<file path="src/rtl/sync_fifo_flags.sv">
// Single-clock elastic FIFO with occupancy count, programmable almost-full /
// almost-empty thresholds, sticky overflow/underflow flags and an optional
// first-word-fall-through read mode.
//
// Ports:
//   clk          - sole clock, rising edge
//   rst          - asynchronous active-low reset (clears pointers, count, DOUT, errors)
//   writeEN/DIN  - write request and data
//   readEN       - read (pop) request
//   err_clr      - synchronous clear of overflow/underflow (a new error wins)
//   DOUT         - read data (registered in standard mode, combinational in FWFT)
//   empty/full   - count == 0 / count == depth
//   almost_empty - count <= ae_level
//   almost_full  - count >= af_level
//   count        - current occupancy
//   overflow     - sticky: a write was rejected
//   underflow    - sticky: a read was rejected
module sync_fifo_flags #(
  parameter int unsigned data_size = 8,
  parameter int unsigned depth     = 8,
  parameter int unsigned af_level  = depth - 2,
  parameter int unsigned ae_level  = 2,
  parameter bit          fwft      = 1'b0,
  localparam int unsigned CntW     = $clog2(depth + 1),
  localparam int unsigned PtrW     = $clog2(depth)
) (
  input  logic                 clk,
  input  logic                 rst,
  input  logic                 writeEN,
  input  logic [data_size-1:0] DIN,
  input  logic                 readEN,
  input  logic                 err_clr,
  output logic [data_size-1:0] DOUT,
  output logic                 empty,
  output logic                 full,
  output logic                 almost_empty,
  output logic                 almost_full,
  output logic [CntW-1:0]      count,
  output logic                 overflow,
  output logic                 underflow
);

  logic [data_size-1:0] mem [depth];

  logic [PtrW-1:0]      wptr_q, wptr_d;
  logic [PtrW-1:0]      rptr_q, rptr_d;
  logic [CntW-1:0]      count_q, count_d;
  logic [data_size-1:0] dout_q;
  logic                 ovf_q, ovf_d;
  logic                 unf_q, unf_d;
  logic                 rd_ok, wr_ok;

  // Flags come straight from the registered count, so no request input
  // reaches any output combinationally.
  assign empty        = (count_q == '0);
  assign full         = (count_q == CntW'(depth));
  assign almost_empty = (count_q <= CntW'(ae_level));
  assign almost_full  = (count_q >= CntW'(af_level));
  assign count        = count_q;
  assign overflow     = ovf_q;
  assign underflow    = unf_q;

  // A pop at full frees the slot the simultaneous push lands in.
  assign rd_ok = readEN & ~empty;
  assign wr_ok = writeEN & (~full | rd_ok);

  always_comb begin
    count_d = count_q;
    if (wr_ok && !rd_ok) begin
      count_d = count_q + 1'b1;
    end else if (rd_ok && !wr_ok) begin
      count_d = count_q - 1'b1;
    end
  end

  // Explicit wrap so non-power-of-two depths work.
  always_comb begin
    wptr_d = wptr_q;
    rptr_d = rptr_q;
    if (wr_ok) begin
      wptr_d = (wptr_q == PtrW'(depth - 1)) ? '0 : wptr_q + 1'b1;
    end
    if (rd_ok) begin
      rptr_d = (rptr_q == PtrW'(depth - 1)) ? '0 : rptr_q + 1'b1;
    end
  end

  // Sticky errors; a new error in the clearing cycle takes priority.
  always_comb begin
    ovf_d = err_clr ? 1'b0 : ovf_q;
    unf_d = err_clr ? 1'b0 : unf_q;
    if (writeEN && !wr_ok) ovf_d = 1'b1;
    if (readEN && !rd_ok)  unf_d = 1'b1;
  end

  always_ff @(posedge clk or negedge rst) begin
    if (!rst) begin
      wptr_q  <= '0;
      rptr_q  <= '0;
      count_q <= '0;
      dout_q  <= '0;
      ovf_q   <= 1'b0;
      unf_q   <= 1'b0;
    end else begin
      wptr_q  <= wptr_d;
      rptr_q  <= rptr_d;
      count_q <= count_d;
      ovf_q   <= ovf_d;
      unf_q   <= unf_d;
      if (!fwft && rd_ok) begin
        dout_q <= mem[rptr_q];
      end
    end
  end

  // Storage is deliberately not reset.
  always_ff @(posedge clk) begin
    if (wr_ok) begin
      mem[wptr_q] <= DIN;
    end
  end

  assign DOUT = fwft ? mem[rptr_q] : dout_q;

endmodule
</file>
<file path="config.mk">
export PLATFORM = sky130hd
export DESIGN_NAME = sync_fifo_flags
export DESIGN_NICKNAME = d
export VERILOG_FILES = /design/src/rtl/sync_fifo_flags.sv
export SDC_FILE = /design/constraint.sdc
export NUM_CORES = 1
export LEC_CHECK = 0
export CORE_MARGIN = 5
export CORE_UTILIZATION = 61
export DETAILED_ROUTE_END_ITERATION = 10
export PLACE_DENSITY = 0.87
export SYNTH_ARGS = -nofsm -noshare
export SYNTH_HDL_FRONTEND = slang
export SYNTH_SLANG_ARGS = --single-unit
</file>
<file path="constraint.sdc">
create_clock -name clk -period 5.7 [get_ports clk]
set_input_delay 0.57 -clock clk [delete_from_list [all_inputs] [get_ports clk]]
set_output_delay 0.57 -clock clk [all_outputs]
set_load 0.005 [all_outputs]
</file>
== Word level (Yosys, flattened, before mapping) ==
Memory sizes are Yosys's and may differ from the RTL's. A register that Yosys moved wholly into a read port is not among the register bits.
Index checks and enable logic that the tools add are counted.
Cells by class
  $add $sub $neg: 4
  $lt $le $gt $ge: 2
  equality and inequality tests: 3
  muxes and demuxes: 9
  bitwise logic cells: 5
  reduce and logical (&&, ||, !) cells: 11
Operator list (count)
  4-bit two-way mux: 2
  3-bit by 1-bit adder with 3-bit output, second input constant: 2
  3-bit equality test, second input constant: 2
  3-bit two-way mux: 2
  2-bit nonzero test: 3
  1-bit two-way mux: 5
  4-bit by 1-bit adder with 4-bit output, second input constant: 1
  4-bit equality test, second input constant: 1
  4-bit by 3-bit greater-or-equal comparator with 1-bit output, second input constant: 1
  4-bit by 2-bit less-or-equal comparator with 1-bit output, second input constant: 1
  1-bit logical AND: 4
  4-bit zero test: 1
  4-bit by 1-bit subtractor with 4-bit output, second input constant: 1
  1-bit zero test: 3
  1-bit AND: 2
  1-bit NOT: 2
  1-bit OR: 1
Storage, ports and cells
  flip-flop bits (word level): 12
  RAM bits: 64
  input port bits: 13
  output and inout port bits: 18
  memories kept: 1
Memory list
  mem: depth 8, width 8, rd ports 1, clocked after Yosys merged registers in 1, wr ports 1, RTL line 43  | logic [data_size-1:0] mem [depth];

== Logic depth before layout (Yosys ltp) ==
  depth in word-level cells: 9
  mapped depth: 10

== Worst setup path before layout ==
OpenSTA, ideal clock, no wires.
  path kind: register to register
  from: reg count_q[0] (netlist: count[0])
  to: reg count_q[3] (netlist: count[3])
  setup time: 0.136 ns
  arrival time: 2.574 ns
  required time: 5.564 ns
  slack: 2.990 ns
  stages on the path, launching flop included: 10
  path buffers: 0
  period minus slack after synthesis: 2.710 ns
  cell sequence: dfrtp_1 > or4b_4 > o21ai_4 > inv_2 > ha_1 > inv_1 > ha_1 > a21o_1 > a2111oi_0 > o31ai_1
On the way
  cells in the longest elaborated chain, start to end: 8
  elaborated cells on any way between the ends: 16
  those cells by class: 2 x add/sub; 1 x eq/ne; 2 x mux; 5 x bitwise; 6 x reduce/logical
Ends and longest elaborated chain
  start, declared: RTL line 47  | logic [CntW-1:0] count_q, count_d;
  start signal, assigned: RTL line 107  | count_q <= count_d;
  4-bit zero test: RTL line 55  | assign empty = (count_q == '0);
  1-bit NOT: RTL line 64  | assign rd_ok = readEN & ~empty;
  1-bit AND: RTL line 64
  1-bit OR *: RTL line 65  | assign wr_ok = writeEN & (~full | rd_ok);
  1-bit AND *: RTL line 65
  named net wr_ok: RTL line 51  | logic rd_ok, wr_ok;
  1-bit zero test: RTL line 71  | end else if (rd_ok && !wr_ok) begin
  1-bit logical AND: RTL line 71
  2-bit nonzero test (no source line)
The timed path passes the listed nets; every way through them passes the cells marked *. The select of a mux whose other input is x is not followed.
A chain may end at the register's enable or synchronous reset.

== Final worst setup path ==
  from: reg count_q[0] (netlist: count[0])
  to: reg count_q[3] (netlist: count[3])
On the way
  cells in the longest elaborated chain, start to end: 8
  elaborated cells on any way between the ends: 16
  those cells by class: 2 x add/sub; 1 x eq/ne; 2 x mux; 5 x bitwise; 6 x reduce/logical
Ends and longest elaborated chain (RTL line)
  4-bit zero test: 55
  1-bit NOT: 64
  1-bit AND: 64
  1-bit OR: 65
  1-bit AND: 65
  1-bit zero test: 71
  1-bit logical AND: 71
  2-bit nonzero test (no source line)
Parallel ways exist; a longest one is shown, timed or not. The select of a mux whose other input is x is not followed.

==> impl_metrics.csv <==
group,metric,value,unit
run_status,outcome,"finished clean",
timing,finalHoldViolations,0,
cells_and_area,fin_nets,281,
clocking,cts.hold.buffers_added,0,
grt,first_global_vias,2053,
routing,antenna_left,0,
grt,antenna_found_initial,0,
clocking,clk_latency,340,ps
floorplanning,ios,31,
synth,synth_top_area_share,55.15,%
routing,first_iter_violations,142,
timing,fin_crit_sh,56.61,%
routing,wirelength,6379,microns
hold_path,worstHoldPathType,"reg -> reg",
pwr,powerDensity,500.3,mW/mm^2
cells_and_area,synthToLayoutAreaGrowth,16.84,%
critical_path,cp_max_fo,22,
synth,ys_ff_latch,84,
critical_path,path_cells,"nor4_1, nand2b_1, ha_1, inv_1, ha_1, a21o_1, a2111oi_0, o31ai_1",
synth,synth_top_area_cell,"edfxtp_1",
routing,drc,0,
clocking,cts-root-buf,"clkbuf_8",
timing,post-route-worst-setup-slack,2473,ps
routing,avgViaCountPerCell,5.967,
timing,maxClockFrequency,0.3099,GHz
timing,worst_slew_pin_slew,929.4,ps
clocking,cts_buffer_depth,2,
synth,synth_flop_cell,"edfxtp_1",
timing,slew_viol_final,0,
critical_path,required,5910,ps
clocking,cts_tree,"built",
routing,first_pass_iters,4,
synth,synth_area_leaders,"edfxtp_1 55%, dfrtp_1 14%, mux2_2 5.8%",
critical_path,worst-setup-path-type,"reg -> reg",
timing,setup_viol,0,
grt,grt_usage,19.46,%
floorplanning,start_util,62.90,%
critical_path,end_kind,"flop",
critical_path,arrival,3440,ps
synth,yosysUniqueCellTypes,32,
critical_path,r2r_setup_slack,2470,ps
clocking,clk_pin_slew,80,ps
synth,synthCells,224,
clocking,cts_buffers,9,
pwr,peakVddDrop,342.0,uV
synth,synth_edf_count,64,
synth,synth-seq-area-share,69.52,%
flow_run,cap_violations,0,
clocking,post_cts_resized,0,
floorplanning,die-area,0.007324,sq mm
placed_design,hpwl,4143,microns
critical_path,cp_slowest_cell,"nand2b_1",
cells_and_area,antenna_cells,0,
critical_path,path_buf_inv,1,
placed_design,place_ws,2387,ps
synth,syn_nets,245,
timing,rsz0062_at_grt,"no",
timing,setup_tns,0,ps
critical_path,slowest_delay,640,ps
timing,hold_ws,479.4,ps
critical_path,cp-start-kind,"flop",
placed_design,io_buffers,30,
grt,grt_max_degree,36,
floorplanning,core_area,0.005540,sq mm
floorplanning,die_y,85.58,microns
synth,synthArstFlopShare,23.81,%
synth,syn_area,0.003485,sq mm
floorplanning,die_x,85.58,microns
placed_design,routabilityCongestion,0.8220,
cells_and_area,drive_gt1_share,16.23,%
synth,ys_warn_count,0,
clocking,cts.htree.levels,3,
cells_and_area,n_fill_cell,343,
cells_and_area,final_cells,337,
timing,layout_min_cycle_time,3227,ps
routing,wl_per_cell,18.93,microns
routing,vias,2011,
floorplanning,num_rows,27,
pwr,p_leak,1.501,nW
timing,skew,6.071,ps
timing,maxSlewHeadroom,37.81,%
placed_design,dp.cells,321,
clocking,postCtsSetupRepairBufs,0,
grt,grt-ovfl-total,0,
critical_path,critical-path-top-delay-family,"simple AND/OR/NAND/NOR gates",
synth,avgSynthCellArea,15.56,sq um
critical_path,crit_top_cell,"ha_1",
clocking,clock-sinks,84,
grt,grt_pass1_wl,10580,microns
cells in the mapped netlist, types with 2 or more instances:
master     n
o21ai_0   12
a221o_1    8
nand2b_1   6
buf_6      2
dfrtp_1   20
inv_1      3
edfxtp_1  64
buf_2      2
mux2i_1   17
nor4_1     2
nor3_1     9
buf_1      2
xnor2_1    2
buf_4      2
o22ai_1    8
mux2_2    18
a21o_1     4
ha_1       7
nor2_1     5
nand2_1   18
a22o_1     2
worst register-to-register path, cell delays in order, from the launching register on:
cell and delay, ps:
dfrtp_1 470, nor4_1 490, nand2b_1 640, ha_1 330, inv_1 130, ha_1 290, a21o_1 190, a2111oi_0 420
o31ai_1 140
through the flow:
stage | cell area [sq um] | power [mW] | utilization [%]
after floorplan | 3485 | 1.335 | -
after global placement | 3856 | 1.566 | 69.60
final | 4071 | 2.037 | 73.49
after detailed placement | 3856 | 1.596 | 69.60
after CTS | 4071 | 2.052 | 73.49
after global routing | 4071 | 2.166 | 73.49
worst paths after layout:
| path | startpoint | to | depth (start not counted) |
|---|---|---|---|
| max | count[0] | count[3] | 8 |
| min | DOUT[3] | DOUT[3] | 2 |
| max in group asynchronous | rst | DOUT[1] | 1 |
| min reg2reg | DOUT[3] | DOUT[3] | 2 |
| min in group asynchronous | rst | count[2] | 1 |
| max reg2reg | count[0] | count[3] | 8 |
cells by family (layout without fill, tap and decap cells):
logic type	after synthesis	count (layout)	synth area share, %
DFF	84	84	69.52
adders and majority gates	8	8	3.088
buffers and inverters	13	54	2.118
muxes	35	35	10.70
and+or+nand+nor	43	43	5.961
AOI/OAI and AO/OA	39	39	8.115
xor gates and xnor gates	2	2	0.5028
placed cells by master (no fill, tap or decap), types with 4 or more instances in the layout:
cell type	netlist	layout
nand2_1	18	18
a221o_1	8	8
mux2_2	18	18
clkdlybuf4s50_1	0	30
dfrtp_1	20	20
nand2b_1	6	6
ha_1	7	7
o22ai_1	8	8
nor3_1	9	7
o21ai_0	12	12
mux2i_1	17	17
buf_4	2	4
nor2_1	5	5
a21o_1	4	4
clkbuf_8	0	9
edfxtp_1	64	64
power breakdown:
part	leakage (nW)	switching, mW	internal [mW]
registers	0.825	0.0908	0.792
logic	0.566	0.344	0.357
clock network	0.111	0.205	0.248
layout make-up:
type / instances / area, sq um / area share (%)
Clock inverter: 6 / 87.58 / 2.151
Timing Repair Buffer: 34 / 330.3 / 8.113
Sequential cell: 84 / 2422 / 59.50
Multi-Input combinational cell: 127 / 998.5 / 24.52
Tap cell: 72 / 90.09 / 2.213
Clock buffer: 10 / 127.6 / 3.135
Inverter: 4 / 15.01 / 0.3688
metal layers:
metal | up-vias | share of wire (%) | global-route usage (%) | routed length (microns)
met4 | 0 | 0.69 | 5.612 | 44
met5 | - | 0 | 0 | 0
met3 | 6 | 6.6 | 5.283 | 420
met2 | 59 | 49 | 31.57 | 3149
li1 | 942 | - | - | -
met1 | 1004 | 43 | 25.96 | 2764
registers in the layout, summed over array words and instances, names as in the netlist:
signal and cells:
underflow 1, wptr_q 3, DOUT 8, mem 64, count 4, overflow 1
rptr_q 3
Note: power is estimated with default switching activity, not from simulation.
